===== src/rtl/dmem_port_arbiter_pkg.sv =====
// Shared encodings for the data-memory port arbiter: FSM states and port/owner identifiers.
package dmem_port_arbiter_pkg;

    typedef enum logic [1:0] {
        IDLE  = 2'd0,
        ISSUE = 2'd1,
        WAIT  = 2'd2,
        RESP  = 2'd3
    } arb_state_t;

    typedef enum logic {
        PORT_C = 1'b0,
        PORT_D = 1'b1
    } arb_port_t;

endpackage


===== src/rtl/dmem_arb_grant.sv =====
// Combinational winner select between port C and port D.
// DMEM_ARB_RR_EN selects round-robin tie-breaking; otherwise port C has fixed priority.
module dmem_arb_grant
    import dmem_port_arbiter_pkg::*;
(
    input  logic      c_req,
    input  logic      d_req,
`ifdef DMEM_ARB_RR_EN
    input  arb_port_t last_grant,
`endif
    output logic      grant_valid,
    output arb_port_t grant
);

    always_comb begin
        grant_valid = c_req | d_req;
        grant       = PORT_C;
`ifdef DMEM_ARB_RR_EN
        // On a tie the port that did not win last time goes first.
        if (c_req && d_req) begin
            grant = (last_grant == PORT_C) ? PORT_D : PORT_C;
        end else if (d_req) begin
            grant = PORT_D;
        end
`else
        if (!c_req && d_req) begin
            grant = PORT_D;
        end
`endif
    end

endmodule


===== src/rtl/dmem_port_arbiter.sv =====
// Serialises port C (load/store stage) and port D (debug/loader) onto one single-port data RAM.
// Define DMEM_ARB_RR_EN for round-robin ties; default build gives port C fixed priority.
module dmem_port_arbiter
    import dmem_port_arbiter_pkg::*;
#(
    parameter int AW      = 32,
    parameter int DW      = 32,
    parameter int RAM_LAT = 1
) (
    input  logic          clk,
    input  logic          rst,
    input  logic          c_req,
    input  logic          c_we,
    input  logic [AW-1:0] c_addr,
    input  logic [DW-1:0] c_wdata,
    output logic [DW-1:0] c_rdata,
    output logic          c_ack,
    output logic          c_stall,
    input  logic          d_req,
    input  logic          d_we,
    input  logic [AW-1:0] d_addr,
    input  logic [DW-1:0] d_wdata,
    output logic [DW-1:0] d_rdata,
    output logic          d_ack,
    output logic          m_en,
    output logic          m_we,
    output logic [AW-1:0] m_addr,
    output logic [DW-1:0] m_wdata,
    input  logic [DW-1:0] m_rdata,
    output logic          busy
);

    localparam int CW = (RAM_LAT > 1) ? $clog2(RAM_LAT) : 1;
    localparam logic [CW-1:0] LAT_LAST = CW'(RAM_LAT - 1);

    arb_state_t    state;
    arb_state_t    state_nxt;
    arb_port_t     owner;
    arb_port_t     grant;
    logic          grant_valid;
    logic [CW-1:0] lat_cnt;

`ifdef DMEM_ARB_RR_EN
    arb_port_t     last_grant;
`endif

    dmem_arb_grant u_grant (
        .c_req       (c_req),
        .d_req       (d_req),
`ifdef DMEM_ARB_RR_EN
        .last_grant  (last_grant),
`endif
        .grant_valid (grant_valid),
        .grant       (grant)
    );

    always_ff @(posedge clk or posedge rst) begin
        if (rst) begin
            state <= IDLE;
        end else begin
            state <= state_nxt;
        end
    end

    always_comb begin
        state_nxt = state;
        case (state)
            IDLE:    if (grant_valid) state_nxt = ISSUE;
            ISSUE:   state_nxt = WAIT;
            WAIT:    if (lat_cnt == '0) state_nxt = RESP;
            RESP:    state_nxt = IDLE;
            default: state_nxt = IDLE;
        endcase
    end

    // The RAM request is frozen at grant time so the requesters' buses may change afterwards.
    always_ff @(posedge clk or posedge rst) begin
        if (rst) begin
            owner   <= PORT_C;
            m_we    <= 1'b0;
            m_addr  <= '0;
            m_wdata <= '0;
            lat_cnt <= '0;
            c_rdata <= '0;
            d_rdata <= '0;
`ifdef DMEM_ARB_RR_EN
            last_grant <= PORT_D;
`endif
        end else begin
            if (state == IDLE && grant_valid) begin
                owner <= grant;
`ifdef DMEM_ARB_RR_EN
                last_grant <= grant;
`endif
                if (grant == PORT_D) begin
                    m_we    <= d_we;
                    m_addr  <= d_addr;
                    m_wdata <= d_wdata;
                end else begin
                    m_we    <= c_we;
                    m_addr  <= c_addr;
                    m_wdata <= c_wdata;
                end
            end

            if (state == ISSUE) begin
                lat_cnt <= LAT_LAST;
            end else if (state == WAIT && lat_cnt != '0) begin
                lat_cnt <= lat_cnt - 1'b1;
            end

            // Only the owner's read-data register moves; the other port keeps its old word.
            if (state == WAIT && lat_cnt == '0) begin
                if (owner == PORT_D) begin
                    d_rdata <= m_rdata;
                end else begin
                    c_rdata <= m_rdata;
                end
            end
        end
    end

    assign m_en    = (state == ISSUE);
    assign busy    = (state != IDLE);
    assign c_ack   = (state == RESP) && (owner == PORT_C);
    assign d_ack   = (state == RESP) && (owner == PORT_D);
    assign c_stall = c_req & ~c_ack;

endmodule


===== config.mk =====
export PLATFORM = sky130hd
export DESIGN_NAME = dmem_port_arbiter
export DESIGN_NICKNAME = d
export VERILOG_FILES = /design/src/rtl/dmem_port_arbiter_pkg.sv /design/src/rtl/dmem_arb_grant.sv /design/src/rtl/dmem_port_arbiter.sv
export SDC_FILE = /design/constraint.sdc
export NUM_CORES = 1
export LEC_CHECK = 0
export ABC_CLOCK_PERIOD_IN_PS = 4400
export CORE_ASPECT_RATIO = 0.75
export CORE_UTILIZATION = 34
export DETAILED_ROUTE_END_ITERATION = 6
export PLACE_DENSITY = 0.71
export SYNTH_ARGS = -nofsm -noshare
export SYNTH_HDL_FRONTEND = slang
export SYNTH_HIERARCHICAL = 1
export SYNTH_SLANG_ARGS = --single-unit

===== constraint.sdc =====
create_clock -name clk -period 4.4 [get_ports clk]
set_input_delay 0.44 -clock clk [delete_from_list [all_inputs] [get_ports clk]]
set_output_delay 0.44 -clock clk [all_outputs]
set_load 0.03 [all_outputs]

==> results.rst, run 1 <==
.. list-table::
   :header-rows: 1

   * - Metric
     - Value
   * - Outcome
     - finished clean
   * - Overall Global Routing Usage
     - 17.8%
   * - Growth of design area from synthesis to finish
     - 66.6%
   * - Root Driver
     - sky130_fd_sc_hd__clkbuf_16
   * - Period minus WS final
     - 2430 ps
   * - Final routed DRC violation total
     - 0
   * - Final number of hold-violating endpoints
     - 0
   * - Die outline width
     - 151 um
   * - Tightest slew margin relative to the limit
     - 27.2%
   * - Via count
     - 4,425
   * - Power density over the cells
     - 802 nW/um^2
   * - Total routed wirelength
     - 15,100 um
   * - Most frequent cells in the layout
     - sky130_fd_sc_hd__clkdlybuf4s50_1, sky130_fd_sc_hd__dfrtp_1, sky130_fd_sc_hd__mux2i_1, sky130_fd_sc_hd__nor2_1, sky130_fd_sc_hd__a21oi_1
   * - Area share of and/or/nand/nor cells after synthesis
     - 5.66%
   * - Half-perimeter wire length after placement
     - 11,200 um
   * - Inserted Diodes
     - 0
   * - Non-filler instance count after layout
     - 958
   * - Final worst-path cycle share
     - 55.3%
   * - Routed length per placed instance
     - 15.8 um
   * - Number of gates resized after CTS
     - 0
   * - First-pass GRT wire length
     - 23,200 um
   * - # placed instances
     - 926
   * - Number of antenna violations at the first check in global routing
     - 0
   * - Total Power
     - 7.53 mW
   * - Nets in the synthesized netlist
     - 612
   * - Pleak
     - 3.82 nW
   * - Slew of the pin with the lowest slew margin
     - 1090 ps
   * - Share of the yosys chip area belonging to registers
     - 59.0%
   * - Kind of critical path
     - reg -> out
   * - Element type at the critical path start
     - register
   * - Compound-Gate Fraction of Synth Area
     - 6.08%
   * - Placed instance area
     - 8770 sq um
   * - Max-slew violations
     - 0
   * - Largest cells by area after synthesis
     - sky130_fd_sc_hd__dfrtp_1, sky130_fd_sc_hd__mux2_2, sky130_fd_sc_hd__mux2i_1, sky130_fd_sc_hd__a21oi_1, sky130_fd_sc_hd__nor2_1
   * - Maximum fanout along the worst path
     - 4
   * - Most common cell after layout, fill and taps aside
     - sky130_fd_sc_hd__clkdlybuf4s50_1
   * - Highest achievable clock rate
     - 0.411 GHz
   * - Proportion of netlist area held by the largest area contributor
     - 59.0%
   * - Register-to-register setup slack
     - 2000 ps
   * - Hold WC Path Type
     - reg -> reg
   * - Count of endpoints failing setup in the final report
     - 0
   * - CTS Buf Count
     - 17
   * - Main combinational cell family by area after synthesis
     - multiplexers
   * - Core area
     - 16,100 sq um
   * - Number of instances in the synthesized netlist
     - 442
   * - Rows
     - 40
   * - Number of detailed-routing iterations run before antenna repair
     - 4
   * - Total Neg Setup Slack
     - 0 ps
   * - Final ANT Viol Nets
     - 0
   * - Unrepaired setup endpoints after global routing
     - no
   * - Clock slew at reported path FFs
     - 60 ps
   * - Overflow left after global routing
     - 0
   * - Cell area after synthesis
     - 5640 sq um
   * - Fraction of layout cells with a size suffix above 1
     - 14.0%
   * - Maximum VDD drop
     - 0.406 mV
   * - Yosys warns
     - 6
   * - Via-per-instance ratio
     - 4.62
   * - Overall die area
     - 17,100 sq um
   * - Worst path required time
     - 3960 ps
   * - H-tree levels
     - 4
   * - # clock sinks
     - 133
   * - Later-pin clock latency in the skew report
     - 420 ps
   * - Largest net degree at the start of global routing
     - 115
   * - Number of DRC violations after detailed-routing iteration 0
     - 117
   * - Final Skew
     - 5.88 ps
   * - I/O pin count
     - 300
   * - Share of synthesized cell area in full adder, half adder and majority cells
     - 0.888%
   * - Die Y-Extent
     - 114 um
   * - Post-layout instance area
     - 9390 sq um
   * - Post-CTS Setup Inserts
     - 0
   * - Number of distinct library cell variants in the gate-level netlist after synthesis
     - 20
   * - CTS tree
     - done
   * - Vias in the first global route
     - 4,560
   * - Share of synthesized area spent on multiplexers
     - 24.7%
   * - Final weighted congestion of routability-driven global placement
     - 0.754
   * - Count of input and output buffers
     - 299
   * - Mean cell area of the mapped netlist
     - 12.8 sq um
   * - Data arrival, critical path
     - 1990 ps
   * - Nets
     - 905
   * - Max-capacitance violation count
     - 0
   * - Xor/xnor share of the synthesized area
     - 0%
   * - Quantity of hold-fixing buffers added after cts
     - 0
   * - Number of register bits inferred by synthesis
     - 133
   * - Cell type with the highest aggregate area in the netlist
     - sky130_fd_sc_hd__dfrtp_1
   * - Clock buffer depth
     - 2
   * - Type of destination of the critical path
     - output port
   * - Initial Util
     - 35.0%
-- final cells by class --
cell class,count,area (sq um)
clock buffers,17,425
clock inverters,15,193
fillers,1356,6730
inverters,4,17.5
multi-input cells,276,2120
flip-flops and latches,133,3330
well taps,210,263
repair buffers,303,3050
-- worst max-delay path, cell delays in order (launching register included) --
cell	delay (ps)
sky130_fd_sc_hd__dfrtp_1	410
sky130_fd_sc_hd__ha_1	210
sky130_fd_sc_hd__nor2b_1	160
sky130_fd_sc_hd__nor2b_1	120
sky130_fd_sc_hd__clkdlybuf4s50_1	670
-- metal layers --
metal	vias up	part of all wire, %	GRT usage [%]
met4	0	1.3	5.87
met3	18	8.8	6.88
met2	181	50	30.7
met1	2103	40	20.3
li1	2123	-	-
met5	-	0	0
-- flip-flops by register name, indices dropped and copies added, names as in the netlist --
| signal | count |
|---|---|
| lat_cnt | 1 |
| state | 2 |
| m_wdata | 32 |
| d_rdata | 32 |
| c_rdata | 32 |
| m_addr | 32 |
| owner | 1 |
| m_we | 1 |
-- report_power, final --
part / internal, mW / switching (mW)
combinational: 1.72 / 2.15
sequential: 1.85 / 0.324
clock: 0.907 / 0.580
total: 4.47 / 3.06
-- final timing paths --
check,from,end,cells past startpoint
setup / recovery,state[0]$_DFFE_PP0P_,c_stall,4
hold / removal,c_rdata[25]$_DFFE_PP0P_,c_rdata[25]$_DFFE_PP0P_,1
setup reg to reg,state[0]$_DFFE_PP0P_,c_rdata[27]$_DFFE_PP0P_,5
hold reg to reg,c_rdata[25]$_DFFE_PP0P_,c_rdata[25]$_DFFE_PP0P_,1
max in group asynchronous,rst,m_wdata[3]$_DFFE_PP0P_,3
min in group asynchronous,rst,c_rdata[4]$_DFFE_PP0P_,2
-- cells in the mapped netlist (all sizes together) --
cell / number
dfrtp: 133
mux2: 66
a21oi: 65
mux2i: 65
nor2: 65
buf: 24
clkbuf: 5
ha: 4
inv: 4
nor2b: 3
and2: 2
nor3b: 2
a2bb2oi: 1
nand3b: 1
o22a: 1
or2: 1
-- metrics by stage --
stage	hold slack, ps	util [%]	setup slack (ps)
2_1_floorplan	531	-	406
3_3_place_gp	469	54.4	1800
3_5_place_dp	485	54.4	1710
4_1_cts	498	58.3	1950
5_1_grt	513	58.3	1830
6_report	498	58.3	1970
-- logic make-up (layout without fill, tap and decap cells) --
logic type      count (synthesis)  in the layout
simple gates                   74             74
fa+ha+maj                       4              4
compound gates                 67             67
buf+inv                        33            339
flops                         133            133
mux                           131            131
No activity file was read; power rests on OpenSTA's default activity.
==> inputs of run 2 (changes only) <==
Settings changed: ABC_CLOCK_PERIOD_IN_PS 4400 to 2400.
Clock period 4.4 ns to 2.4 ns, I/O delays scaled along.
==> results.rst, run 2 (synthesis results as in run 1) <==
.. list-table::
   :header-rows: 1

   * - Metric
     - Value
   * - Max-slew violations
     - 0 (unchanged)
   * - Number of antenna violations at the first check in global routing
     - 0 (unchanged)
   * - # clock sinks
     - 133 (unchanged)
   * - Rows
     - 40 (unchanged)
   * - Highest achievable clock rate
     - 0.453 GHz
   * - Final Skew
     - 4.61 ps (-1.27 ps)
   * - Maximum fanout along the worst path
     - 4 (unchanged)
   * - Number of detailed-routing iterations run before antenna repair
     - 6 (+2)
   * - Period minus WS final
     - 2210 ps
   * - Most frequent cells in the layout
     - sky130_fd_sc_hd__clkdlybuf4s50_1, sky130_fd_sc_hd__dfrtp_1, sky130_fd_sc_hd__mux2i_1, sky130_fd_sc_hd__nor2_1, sky130_fd_sc_hd__a21oi_1
   * - Clock buffer depth
     - 2 (unchanged)
   * - Routed length per placed instance
     - 16.4 um (+4.0%)
   * - Tightest slew margin relative to the limit
     - 71.1% (+44 points)
   * - Overall die area
     - 17,100 sq um (unchanged)
   * - Post-CTS Setup Inserts
     - 0 (unchanged)
   * - Number of DRC violations after detailed-routing iteration 0
     - 178 (+52%)
   * - Outcome
     - finished clean
   * - Fraction of layout cells with a size suffix above 1
     - 15.4% (+1.4 points)
   * - Core area
     - 16,100 sq um (unchanged)
   * - Final routed DRC violation total
     - 0 (unchanged)
   * - Count of endpoints failing setup in the final report
     - 0 (unchanged)
   * - Number of gates resized after CTS
     - 0 (unchanged)
   * - Power density over the cells
     - 1460 nW/um^2 (+82%)
   * - Post-layout instance area
     - 9580 sq um (+2.0%)
   * - Via count
     - 4,505 (+1.8%)
   * - Maximum VDD drop
     - 0.837 mV (+110%)
   * - Overall Global Routing Usage
     - 19.0% (+1.2 points)
   * - Die Y-Extent
     - 114 um (unchanged)
   * - CTS Buf Count
     - 17 (unchanged)
   * - Most common cell after layout, fill and taps aside
     - sky130_fd_sc_hd__clkdlybuf4s50_1
   * - Final ANT Viol Nets
     - 0 (unchanged)
   * - Nets
     - 918 (+1.4%)
   * - Half-perimeter wire length after placement
     - 12,300 um (+9.3%)
   * - Hold WC Path Type
     - in -> async
   * - Pleak
     - 3.92 nW (+2.5%)
   * - Later-pin clock latency in the skew report
     - 410 ps (about the same)
   * - Initial Util
     - 35.0% (unchanged)
   * - Source of the worst register-to-register timing path
     - state[0]$_DFFE_PP0P_
   * - Via-per-instance ratio
     - 4.64 (+0.55%)
   * - H-tree levels
     - 4 (unchanged)
   * - Data arrival, critical path
     - 1970 ps (-20 ps)
   * - Total Power
     - 14.0 mW (+86%)
   * - Overflow left after global routing
     - 0 (unchanged)
   * - Largest net degree at the start of global routing
     - 69 (-40%)
   * - Count of input and output buffers
     - 299 (unchanged)
   * - Growth of design area from synthesis to finish
     - 69.9%
   * - Unrepaired setup endpoints after global routing
     - no
   * - I/O pin count
     - 300 (unchanged)
   * - CP Launch Point
     - state[0]$_DFFE_PP0P_
   * - Placed instance area
     - 8950 sq um (+2.0%)
   * - Vias in the first global route
     - 4,751 (+4.2%)
   * - Total Neg Setup Slack
     - 0 ps (unchanged)
   * - Die outline width
     - 151 um (unchanged)
   * - CTS tree
     - done
   * - Inserted Diodes
     - 0 (unchanged)
   * - Clock slew at reported path FFs
     - 60 ps (about the same)
   * - Root Driver
     - sky130_fd_sc_hd__clkbuf_16
   * - Worst path required time
     - 2160 ps (-1800 ps)
   * - Final worst-path cycle share
     - 92.1%
   * - Final number of hold-violating endpoints
     - 0 (unchanged)
   * - First-pass GRT wire length
     - 24,700 um (+6.4%)
   * - Depth of the most critical reg-to-reg path
     - 5 (unchanged)
   * - Quantity of hold-fixing buffers added after cts
     - 0 (unchanged)
   * - Slew of the pin with the lowest slew margin
     - 433 ps (-659 ps)
   * - Kind of critical path
     - reg -> out
   * - Max-capacitance violation count
     - 0 (unchanged)
   * - Type of destination of the critical path
     - output port
   * - Total routed wirelength
     - 15,900 um (+5.3%)
   * - Element type at the critical path start
     - register
   * - Final weighted congestion of routability-driven global placement
     - 0.746 (-1.1%)
run 2: cell count changes in the layout (fill, tap and decap cells not counted):
cell                        before  now
sky130_fd_sc_hd__buf_12          2    8
sky130_fd_sc_hd__bufinv_16       3    4
sky130_fd_sc_hd__inv_4           1    0
sky130_fd_sc_hd__inv_8           1    0
sky130_fd_sc_hd__clkbuf_8        0    1
sky130_fd_sc_hd__inv_6           5    4
sky130_fd_sc_hd__buf_4           2    9
run 2: worst max-delay path: stages, from the launching register on:
cell and delay [ps]:
sky130_fd_sc_hd__dfrtp_1 410, sky130_fd_sc_hd__ha_1 220, sky130_fd_sc_hd__nor2b_1 150, sky130_fd_sc_hd__nor2b_1 110
sky130_fd_sc_hd__clkdlybuf4s50_1 670
run 2: per-layer routing:
layer  up-vias  routed length, um  track usage [%]
li1       2156                  -                -
met1      2162               6490             23.1
met2       163               8040             32.5
met3        24               1020             5.20
met4         0                356             6.53
met5         -                  0                0
run 2: area by class of cell:
cell class | count | area (sq um)
Fill cell | 1288 | 6540
Sequential cell | 133 | 3330
Timing Repair Buffer | 316 | 3220
Multi-Input combinational cell | 276 | 2120
Clock buffer | 18 | 439
Tap cell | 210 | 263
Clock inverter | 13 | 195
Inverter | 4 | 18.8
run 2: path summary, 6_finish.rpt:
kind	to	slack, ps
min in group clk	m_addr[13]$_DFFE_PP0P_	460
max in group asynchronous	m_wdata[30]$_DFFE_PP0P_	1670
worst min-delay path	c_rdata[22]$_DFFE_PP0P_	180
worst max-delay path	c_stall	190
worst min register to register	c_rdata[24]$_DFFE_PP0P_	490
worst max register to register	c_rdata[3]$_DFFE_PP0P_	570
run 2: through the flow:
stage                     hold slack (ps)  setup WS [ps]  utilization [%]  cells
after floorplan                       375            509                -    442
after global placement                475            448             55.5    939
after detailed placement              478            427             55.5    939
after CTS                             169            162             59.4    970
after global routing                  187            105             59.4    970
final                                 181            190             59.4    970
run 2: power by group:
| group | total, mW | switching, mW | leakage (nW) | internal [mW] |
|---|---|---|---|---|
| logic | 7.22 | 3.99 | 2.09 | 3.23 |
| registers | 3.99 | 0.610 | 1.51 | 3.39 |
| clock network | 2.77 | 0.992 | 0.312 | 1.78 |
==> inputs of run 3 (changes only) <==
Settings changed: CELL_PAD_IN_SITES_DETAIL_PLACEMENT from default to 0, CELL_PAD_IN_SITES_GLOBAL_PLACEMENT from default to 1, CORE_UTILIZATION 34 to 30, PLACE_DENSITY 0.71 to 0.81.
==> results.rst, run 3 (synthesis results as in run 1) <==
.. list-table::
   :header-rows: 1

   * - Metric
     - Value
   * - Kind of critical path
     - reg -> out
   * - Fin util
     - 51.6% (-7.8 points)
   * - Critical path's largest stage delay
     - 670 ps (about the same)
   * - Core area
     - 18,500 sq um (+15%)
   * - Cells along the critical path
     - ha_1 -> nor2b_1 -> nor2b_1 -> clkdlybuf4s50_1
   * - Final number of hold-violating endpoints
     - 0 (unchanged)
   * - Pleak
     - 3.87 nW (-1.3%)
   * - Element type at the critical path start
     - register
   * - Rows
     - 43 (+7.5%)
   * - Post-CTS Setup Inserts
     - 0 (unchanged)
   * - Source of the worst register-to-register timing path
     - state[0]$_DFFE_PP0P_
   * - Total Neg Setup Slack
     - 0 ps (unchanged)
   * - Period minus WS final
     - 2240 ps (+33.6 ps)
   * - Overflow left after global routing
     - 0 (unchanged)
   * - Maximum VDD drop
     - 0.656 mV (-22%)
   * - Most frequent cells in the layout
     - sky130_fd_sc_hd__clkdlybuf4s50_1, sky130_fd_sc_hd__dfrtp_1, sky130_fd_sc_hd__mux2i_1, sky130_fd_sc_hd__nor2_1, sky130_fd_sc_hd__a21oi_1
   * - Largest net degree at the start of global routing
     - 83 (+20%)
   * - Logic depth of the worst setup path including buffers
     - 4 (unchanged)
   * - Hold WC Path Type
     - in -> async
   * - CTS tree
     - done
   * - Final routed DRC violation total
     - 0 (unchanged)
   * - # placed instances
     - 969 (+3.2%)
   * - Clock buffer depth
     - 2 (unchanged)
   * - R2r endpoint
     - d_rdata[28]$_DFFE_PP0P_
   * - Quantity of hold-fixing buffers added after cts
     - 0 (unchanged)
   * - Die Y-Extent
     - 121 um (+6.3%)
   * - Highest achievable clock rate
     - 0.446 GHz (-1.5%)
   * - Count of input and output buffers
     - 299 (unchanged)
   * - Via-per-instance ratio
     - 4.44 (-4.3%)
   * - H-tree levels
     - 4 (unchanged)
   * - Final ANT Viol Nets
     - 0 (unchanged)
   * - Count of endpoints failing setup in the final report
     - 0 (unchanged)
   * - Cell class contributing the biggest share of worst-path delay
     - buffers and inverters
   * - Type of destination of the critical path
     - output port
   * - Power density over the cells
     - 1470 nW/um^2 (+0.73%)
   * - Most common cell after layout, fill and taps aside
     - sky130_fd_sc_hd__clkdlybuf4s50_1
   * - Vias in the first global route
     - 4,732 (-0.40%)
   * - Data arrival, critical path
     - 2000 ps (+30 ps)
   * - Crit-path slowest cell
     - sky130_fd_sc_hd__clkdlybuf4s50_1
   * - Maximum fanout along the worst path
     - 4 (unchanged)
   * - Number of gates resized after CTS
     - 0 (unchanged)
   * - Worst path required time
     - 2160 ps (about the same)
   * - I/O pin count
     - 300 (unchanged)
   * - Non-filler instance count after layout
     - 1,001 (+3.2%)
   * - Reg area
     - 3330 sq um (unchanged)
   * - First-pass GRT wire length
     - 24,400 um (-1.1%)
   * - Depth of the most critical reg-to-reg path
     - 5 (unchanged)
   * - Via count
     - 4,448 (-1.3%)
   * - Slew of the pin with the lowest slew margin
     - 633 ps (+200 ps)
   * - Max-capacitance violation count
     - 0 (unchanged)
   * - Number of detailed-routing iterations run before antenna repair
     - 5 (-1)
   * - Multi-input logic area
     - 2120 sq um (unchanged)
   * - Later-pin clock latency in the skew report
     - 410 ps (about the same)
   * - Half-perimeter wire length after placement
     - 11,500 um (-6.1%)
   * - Max-slew violations
     - 0 (unchanged)
   * - Clock slew at reported path FFs
     - 60 ps (about the same)
   * - Final worst-path cycle share
     - 93.5% (+1.4 points)
   * - Fraction of layout cells with a size suffix above 1
     - 14.7% (-0.67 points)
   * - Total routed wirelength
     - 15,400 um (-3.5%)
   * - Nets
     - 911 (-0.76%)
   * - Routed length per placed instance
     - 15.3 um (-6.5%)
   * - Outcome
     - finished clean
   * - Unrepaired setup endpoints after global routing
     - no
   * - Inserted Diodes
     - 0 (unchanged)
   * - Root Driver
     - sky130_fd_sc_hd__clkbuf_16
   * - Overall Global Routing Usage
     - 16.0% (-3.0 points)
   * - Number of DRC violations after detailed-routing iteration 0
     - 198 (+11%)
   * - Final Skew
     - 6.68 ps (+2.07 ps)
   * - Overall die area
     - 19,400 sq um (+13%)
   * - Number of antenna violations at the first check in global routing
     - 0 (unchanged)
   * - Final-layout worst hold slack
     - 306 ps (+125 ps)
   * - Fill cell count
     - 1,606 (+25%)
   * - Register-to-register setup slack
     - 620 ps (+50 ps)
   * - Final weighted congestion of routability-driven global placement
     - 0.776 (+4.0%)
   * - Die outline width
     - 160 um (+6.4%)
   * - CP Buf/Inv Count
     - 1 (unchanged)
   * - Most used cell along the critical path
     - sky130_fd_sc_hd__nor2b_1
   * - Growth of design area from synthesis to finish
     - 69.0%
   * - Initial Util
     - 30.6% (-4.4 points)
   * - Tightest slew margin relative to the limit
     - 57.8% (-13 points)
   * - CTS Buf Count
     - 17 (unchanged)
   * - # clock sinks
     - 133 (unchanged)
## run 3: area by class of cell
type | instances | area share (%)
Sequential cell | 133 | 34.9
Inverter | 4 | 0.197
Multi-Input combinational cell | 276 | 22.2
Timing Repair Buffer | 309 | 32.7
Clock buffer | 17 | 4.46
Tap cell | 247 | 3.24
Clock inverter | 15 | 2.25
## run 3: metrics by stage
stage / cell area (sq um) / worst slack (ps) / power (mW)
6_report: 9530 / 157 / 14.0
5_1_grt: 9530 / 74.1 / 14.7
4_1_cts: 9530 / 119 / 14.2
3_5_place_dp: 8890 / 508 / 11.3
3_3_place_gp: 8890 / 550 / 11.1
2_1_floorplan: 5640 / 509 / 8.16
## run 3: report_power, final
part           switching [mW]  internal [mW]  leakage, nW
logic                    3.98           3.22         2.04
clock network            1.05           1.77        0.312
registers               0.607           3.38         1.51
## run 3: how the worst max path moves through the flow
stage                               startpoint                endpoint  slack (ps)
after floorplan                            rst  c_rdata[0]$_DFFE_PP0P_         510
after global placement                   c_req                 c_stall         550
after detailed placement                 c_req   m_addr[5]$_DFFE_PP0P_         510
after CTS                 state[0]$_DFFE_PP0P_                 c_stall         120
after global routing      state[0]$_DFFE_PP0P_                 c_stall          70
final                     state[0]$_DFFE_PP0P_                 c_stall         160
## run 3: worst register-to-register path, cell delays in order, from the launching register on
cell and delay, ps:
sky130_fd_sc_hd__dfrtp_1 400, sky130_fd_sc_hd__inv_1 80, sky130_fd_sc_hd__ha_1 270, sky130_fd_sc_hd__nand3b_2 100
sky130_fd_sc_hd__buf_4 400, sky130_fd_sc_hd__mux2_2 410
## run 3: layer usage
layer	up-vias	global-route usage [%]	part of all wire, %
met1	2167	19.4	42
met3	11	4.56	5.6
li1	2127	-	-
met4	0	4.58	0.94
met2	143	27.8	51
met5	-	0	0
==> variant 1, RTL diff (flow settings as in run 1) <==
The parameter `DW` goes from 32 to 16.
--- a/src/rtl/dmem_port_arbiter.sv
+++ b/src/rtl/dmem_port_arbiter.sv
@@ -5,5 +5,5 @@
 #(
     parameter int AW      = 32,
-    parameter int DW      = 32,
+    parameter int DW      = 16,
     parameter int RAM_LAT = 1
 ) (
Ports: changed (6 resized); port bits go from 300 to 204. No check against the original RTL was run, so the function may have changed too.
==> variant 1 against run 1 <==
  * Fmax is 4.5% higher
  * Cell area is 35% lower
  * Combinational power is 36% lower
  * Non-clock buffer count is 97 lower
  * Synthesized area is 35% lower
  * Global-route usage is 0.48 points lower
  * Total power is 39% lower
  * Setup slack better by 0.10 ns
  * Wire length is 37% lower
  * Synthesized cell count is 31% lower
  * Sequential cell count is 48 lower
  * Sequential share of layout area is 0.61 points lower
  * Critical endpoint unchanged
  * Largest cell class unchanged
==> variant 1: results <==
metrics = {
    "drt": {
        "num_vias": 2985,
        "drt_iter0_markers": 85,
        "finalWirelength_mm": 9.57,
    },
    "final_layout": {
        "final_cells": 642,
        "final_nets": 624,
        "nFillCells": 893,
        "drive_gt1_share_pct": 11.3,
    },
    "setup_path": {
        "arrival_ns": 1.89,
        "cp_max_fo": 4,
    },
    "global_routing": {
        "grt_max_degree": 100,
        "grt_use_total_pct": 17.4,
        "grt_pass1_wl_mm": 14.9,
        "grt_pass1_vias": 3066,
    },
    "power": {
        "power.leakage_nw": 2.48,
        "ir_drop_v": 0.000387,
    },
    "place": {
        "gp_congestion": 0.703,
        "io_buffer_count": 203,
        "dp_slack_ns": 1.66,
        "dp.cells": 627,
        "hpwlAfterDp_mm": 7.07,
        "postPlaceCellArea_um2": 5820,
    },
    "synth": {
        "synth_commonest_cells": "85 x dfrtp_1, 49 x a21oi_1, 49 x mux2i_1, 49 x nor2_1, 34 x mux2_2",
        "synthDominantCellAreaShare_pct": 57.6,
        "synth.area.top_cells": "dfrtp_1 58%, mux2i_1 13%, mux2_2 10%",
        "synthesis.nets": 426,
        "postSynthCellCount": 304,
        "synth-seq-cells": 85,
        "synth.yosys.seq_area_share_pct": 57.6,
    },
    "cts": {
        "insertion_delay_ns": 0.33,
        "cts_buffers": 9,
        "h-tree-depth": 3,
    },
    "sta": {
        "clock_skew_ns": 0.00449,
        "relSlewSlack_pct": 29.2,
    },
    "status": {
        "status": "finished clean",
    },
}
==> variant 1: changes by cell type in the layout (fill, tap and decap cells not counted), sizes merged <==
cell / delta
dfrtp: -48
inv: -7
nor2: -16
buf: -1
clkinv: -1
mux2: -32
mux2i: -16
clkbuf: -7
clkdlybuf4s50: -96
bufinv: -2
a21oi: -16
==> variant 1: layer usage <==
metal	vias to the layer above	part of all wire [%]	global-route usage, %
li1	1444	-	-
met5	-	0	0
met2	113	49	28.7
met3	16	8.0	6.09
met4	0	2.2	7.72
met1	1412	41	20.1
==> variant 1: layout make-up <==
cell class	instances	area share, %
Sequential cell	85	34.8
Timing Repair Buffer	206	33.6
Multi-Input combinational cell	196	23.9
Clock buffer	10	3.75
Tap cell	136	2.79
Clock inverter	5	0.861
Inverter	4	0.266
==> variant 1: metrics by stage <==
step | hold slack [ns] | util, %
floorplan | 0.521 | -
global placement | 0.487 | 55.9
detailed placement | 0.494 | 55.9
CTS | 0.507 | 58.7
global route | 0.528 | 58.7
finish | 0.505 | 58.7
==> variant 1: worst paths after layout <==
| path | end | start | depth (start not counted) | slack [ns] |
|---|---|---|---|---|
| setup / recovery | c_stall | state[0] | 4 | 2.07 |
| hold / removal | c_rdata[6] | c_rdata[6] | 1 | 0.51 |
| setup reg to reg | c_rdata[4] | state[0] | 4 | 2.35 |
| hold reg to reg | c_rdata[6] | c_rdata[6] | 1 | 0.51 |
| max in group asynchronous | m_addr[29] | rst | 3 | 2.83 |
| min in group asynchronous | d_rdata[7] | rst | 2 | 0.64 |
==> variant 1: kinds of logic (layout without fill, tap and decap cells) <==
group | Yosys count | count (layout) | synth area share, %
DFF | 85 | 85 | 57.6
and+or+nand+nor | 58 | 58 | 7.02
adders and majority gates | 4 | 4 | 1.36
buffers and inverters | 23 | 225 | 3.15
muxes | 83 | 83 | 23.7
AOI/OAI and AO/OA | 51 | 51 | 7.16
==> variant 1: where the power goes <==
group          total (mW)  internal, mW  switching, mW
registers            1.38          1.18          0.206
logic                2.48          1.10           1.38
clock network       0.722         0.433          0.288
==> variant 1: critical path, cell delays in order (launching register included) <==
cell	delay [ns]
dfrtp_1	0.41
ha_1	0.22
nor2b_1	0.15
nor2b_1	0.11
clkdlybuf4s50_1	0.67
==> variant 2, RTL diff (config.mk and constraints of run 1) <==
Without the edit above. Encoding of `arb_state_t`: now one-hot (4 bits for 4 states).
--- a/src/rtl/dmem_port_arbiter_pkg.sv
+++ b/src/rtl/dmem_port_arbiter_pkg.sv
@@ -2,9 +2,9 @@
 package dmem_port_arbiter_pkg;
 
-    typedef enum logic [1:0] {
-        IDLE  = 2'd0,
-        ISSUE = 2'd1,
-        WAIT  = 2'd2,
-        RESP  = 2'd3
+    typedef enum logic [3:0] {
+        IDLE  = 4'b0001,
+        ISSUE = 4'b0010,
+        WAIT  = 4'b0100,
+        RESP  = 4'b1000
     } arb_state_t;
 
Check against the original RTL: same outputs for any inputs over 10 cycles, from zero or initial values and one cycle with rst high; not proved beyond that.
==> variant 2 against run 1 <==
  * Sequential share of layout area fell by 0.43 points
  * Via count rose by 8.1%
  * Register-to-register slack got worse by 0.14 ns
  * Worst hold slack improved by 0.0048 ns
  * Total power rose by 0.77%
  * Sequential cell count rose by 2
  * Synthesized cell count rose by 5.4%
  * Non-clock buffer count rose by 3
  * Setup slack got worse by 0.29 ns
  * Wire length rose by 8.4%
  * Synthesized area rose by 4.9%
  * Cell area rose by 2.8%
==> variant 2: results <==
metrics = {
    "drt": {
        "drt-wirelength-per-cell_um": 16.8,
        "drt_iter0_markers": 171,
        "dr.pass1.iters": 4,
        "vias_per_cell": 4.91,
    },
    "place": {
        "gp_congestion": 0.776,
        "hpwlAfterDp_mm": 12.1,
    },
    "global_routing": {
        "met2_usage_pct": 32.2,
        "grt_pass1_vias": 4784,
        "grt_pass1_wl_mm": 25.4,
        "grtUsageMet1_pct": 21.6,
        "grt_max_degree": 105,
        "grt_use_total_pct": 18.4,
        "gr-usage-met3_pct": 6.83,
        "antenna_found_initial": 0,
    },
    "power": {
        "power.leakage_nw": 3.86,
        "clock_power_share_pct": 19.5,
        "switching_share_pct": 40.5,
        "ir_drop_v": 0.000298,
        "internal_power_mw": 4.51,
        "p_seq_mw": 2.24,
    },
    "sta": {
        "clock_skew_ns": 0.0123,
        "worst_slew_pin_slew_ns": 0.955,
    },
    "cts": {
        "cts_buffers": 17,
        "ctsResizeCount": 0,
        "postCtsSetupBuffers": 0,
        "insertion_delay_ns": 0.41,
        "cts-root-buf": "clkbuf_16",
        "clk_pin_slew_ns": 0.06,
    },
    "setup_path": {
        "r2r_end": "m_wdata[10]",
        "arrival_ns": 2.28,
        "setup.worst_path.class": "register to primary output",
        "r2r_setup_slack_ns": 1.86,
        "endpoint": "c_ack",
        "cp_max_fo": 7,
        "cp-startpoint": "state[1]",
        "reg2reg_from": "state[0]",
        "cpPeakStageDelay_ns": 0.78,
    },
    "final_layout": {
        "drive_gt1_share_pct": 14.5,
        "nFillCells": 1429,
        "final_nets": 911,
    },
    "synth": {
        "synth.yosys.seq_area_share_pct": 57.1,
        "synth.distinct_cells": 27,
        "yosysWarningCount": 6,
        "synthesis.nets": 632,
        "synth-async-reset-ratio_pct": 100,
        "synth_commonest_cells": "134 x dfrtp_1, 65 x a21oi_1, 65 x a31oi_1, 65 x mux2i_1, 64 x mux2_2",
        "synth.area.top_cells": "dfrtp_1 57%, mux2_2 12%, mux2i_1 11%",
    },
    "worst_hold_path": {
        "hold_start": "c_rdata[19]",
        "whs_endpoint": "c_rdata[19]",
    },
    "status": {
        "status": "finished clean",
    },
}
variant 2: cell types whose count changed after synthesis, moves of 3 or more:
| cell | run 1 | this run |
|---|---|---|
| ha_1 | 4 | 0 |
| clkbuf_1 | 5 | 19 |
| buf_4 | 5 | 9 |
| buf_6 | 6 | 0 |
| a31oi_1 | 0 | 65 |
| nor2_1 | 65 | 2 |
| buf_2 | 13 | 16 |
variant 2: per-stage QoR:
step	util [%]	setup slack (ns)	hold slack, ns	instance area [µm²]	std cells
finish	57.0	1.68	0.502	9650	973
CTS	57.0	1.66	0.504	9650	973
global placement	53.3	1.99	0.485	9030	941
global route	57.0	1.55	0.513	9650	973
floorplan	-	0.351	0.494	5920	466
detailed placement	53.3	1.91	0.491	9030	941
variant 2: layout make-up:
cell class | count | area, µm² | share of cell area (%)
inverter | 3 | 16.3 | 0.169
clock buffer | 20 | 447 | 4.63
multi-input combinational | 282 | 2310 | 23.9
tap | 215 | 269 | 2.79
sequential | 135 | 3380 | 35.0
clock inverter | 12 | 175 | 1.81
timing repair buffer | 306 | 3060 | 31.7
variant 2: routing by layer:
metal / vias to the layer above / share of wire [%]
met4: 0 / 1.2
li1: 2297 / -
met2: 208 / 50
met3: 15 / 8.8
met5: - / 0
met1: 2262 / 40
variant 2: kinds of logic (layout without fill, tap and decap cells):
family | Yosys count | after routing | synth area share, %
AOI/OAI and AO/OA | 132 | 132 | 12.6
DFF | 135 | 135 | 57.1
and+or+nand+nor | 18 | 18 | 2.37
muxes | 131 | 131 | 23.7
xor gates and xnor gates | 1 | 1 | 0.148
buffers and inverters | 49 | 341 | 4.02
variant 2: critical path, delay by kind of cell (launching register included):
kind	cells	cell delay, ns
simple gates	2	0.62
flops	1	0.48
buf+inv	1	0.78
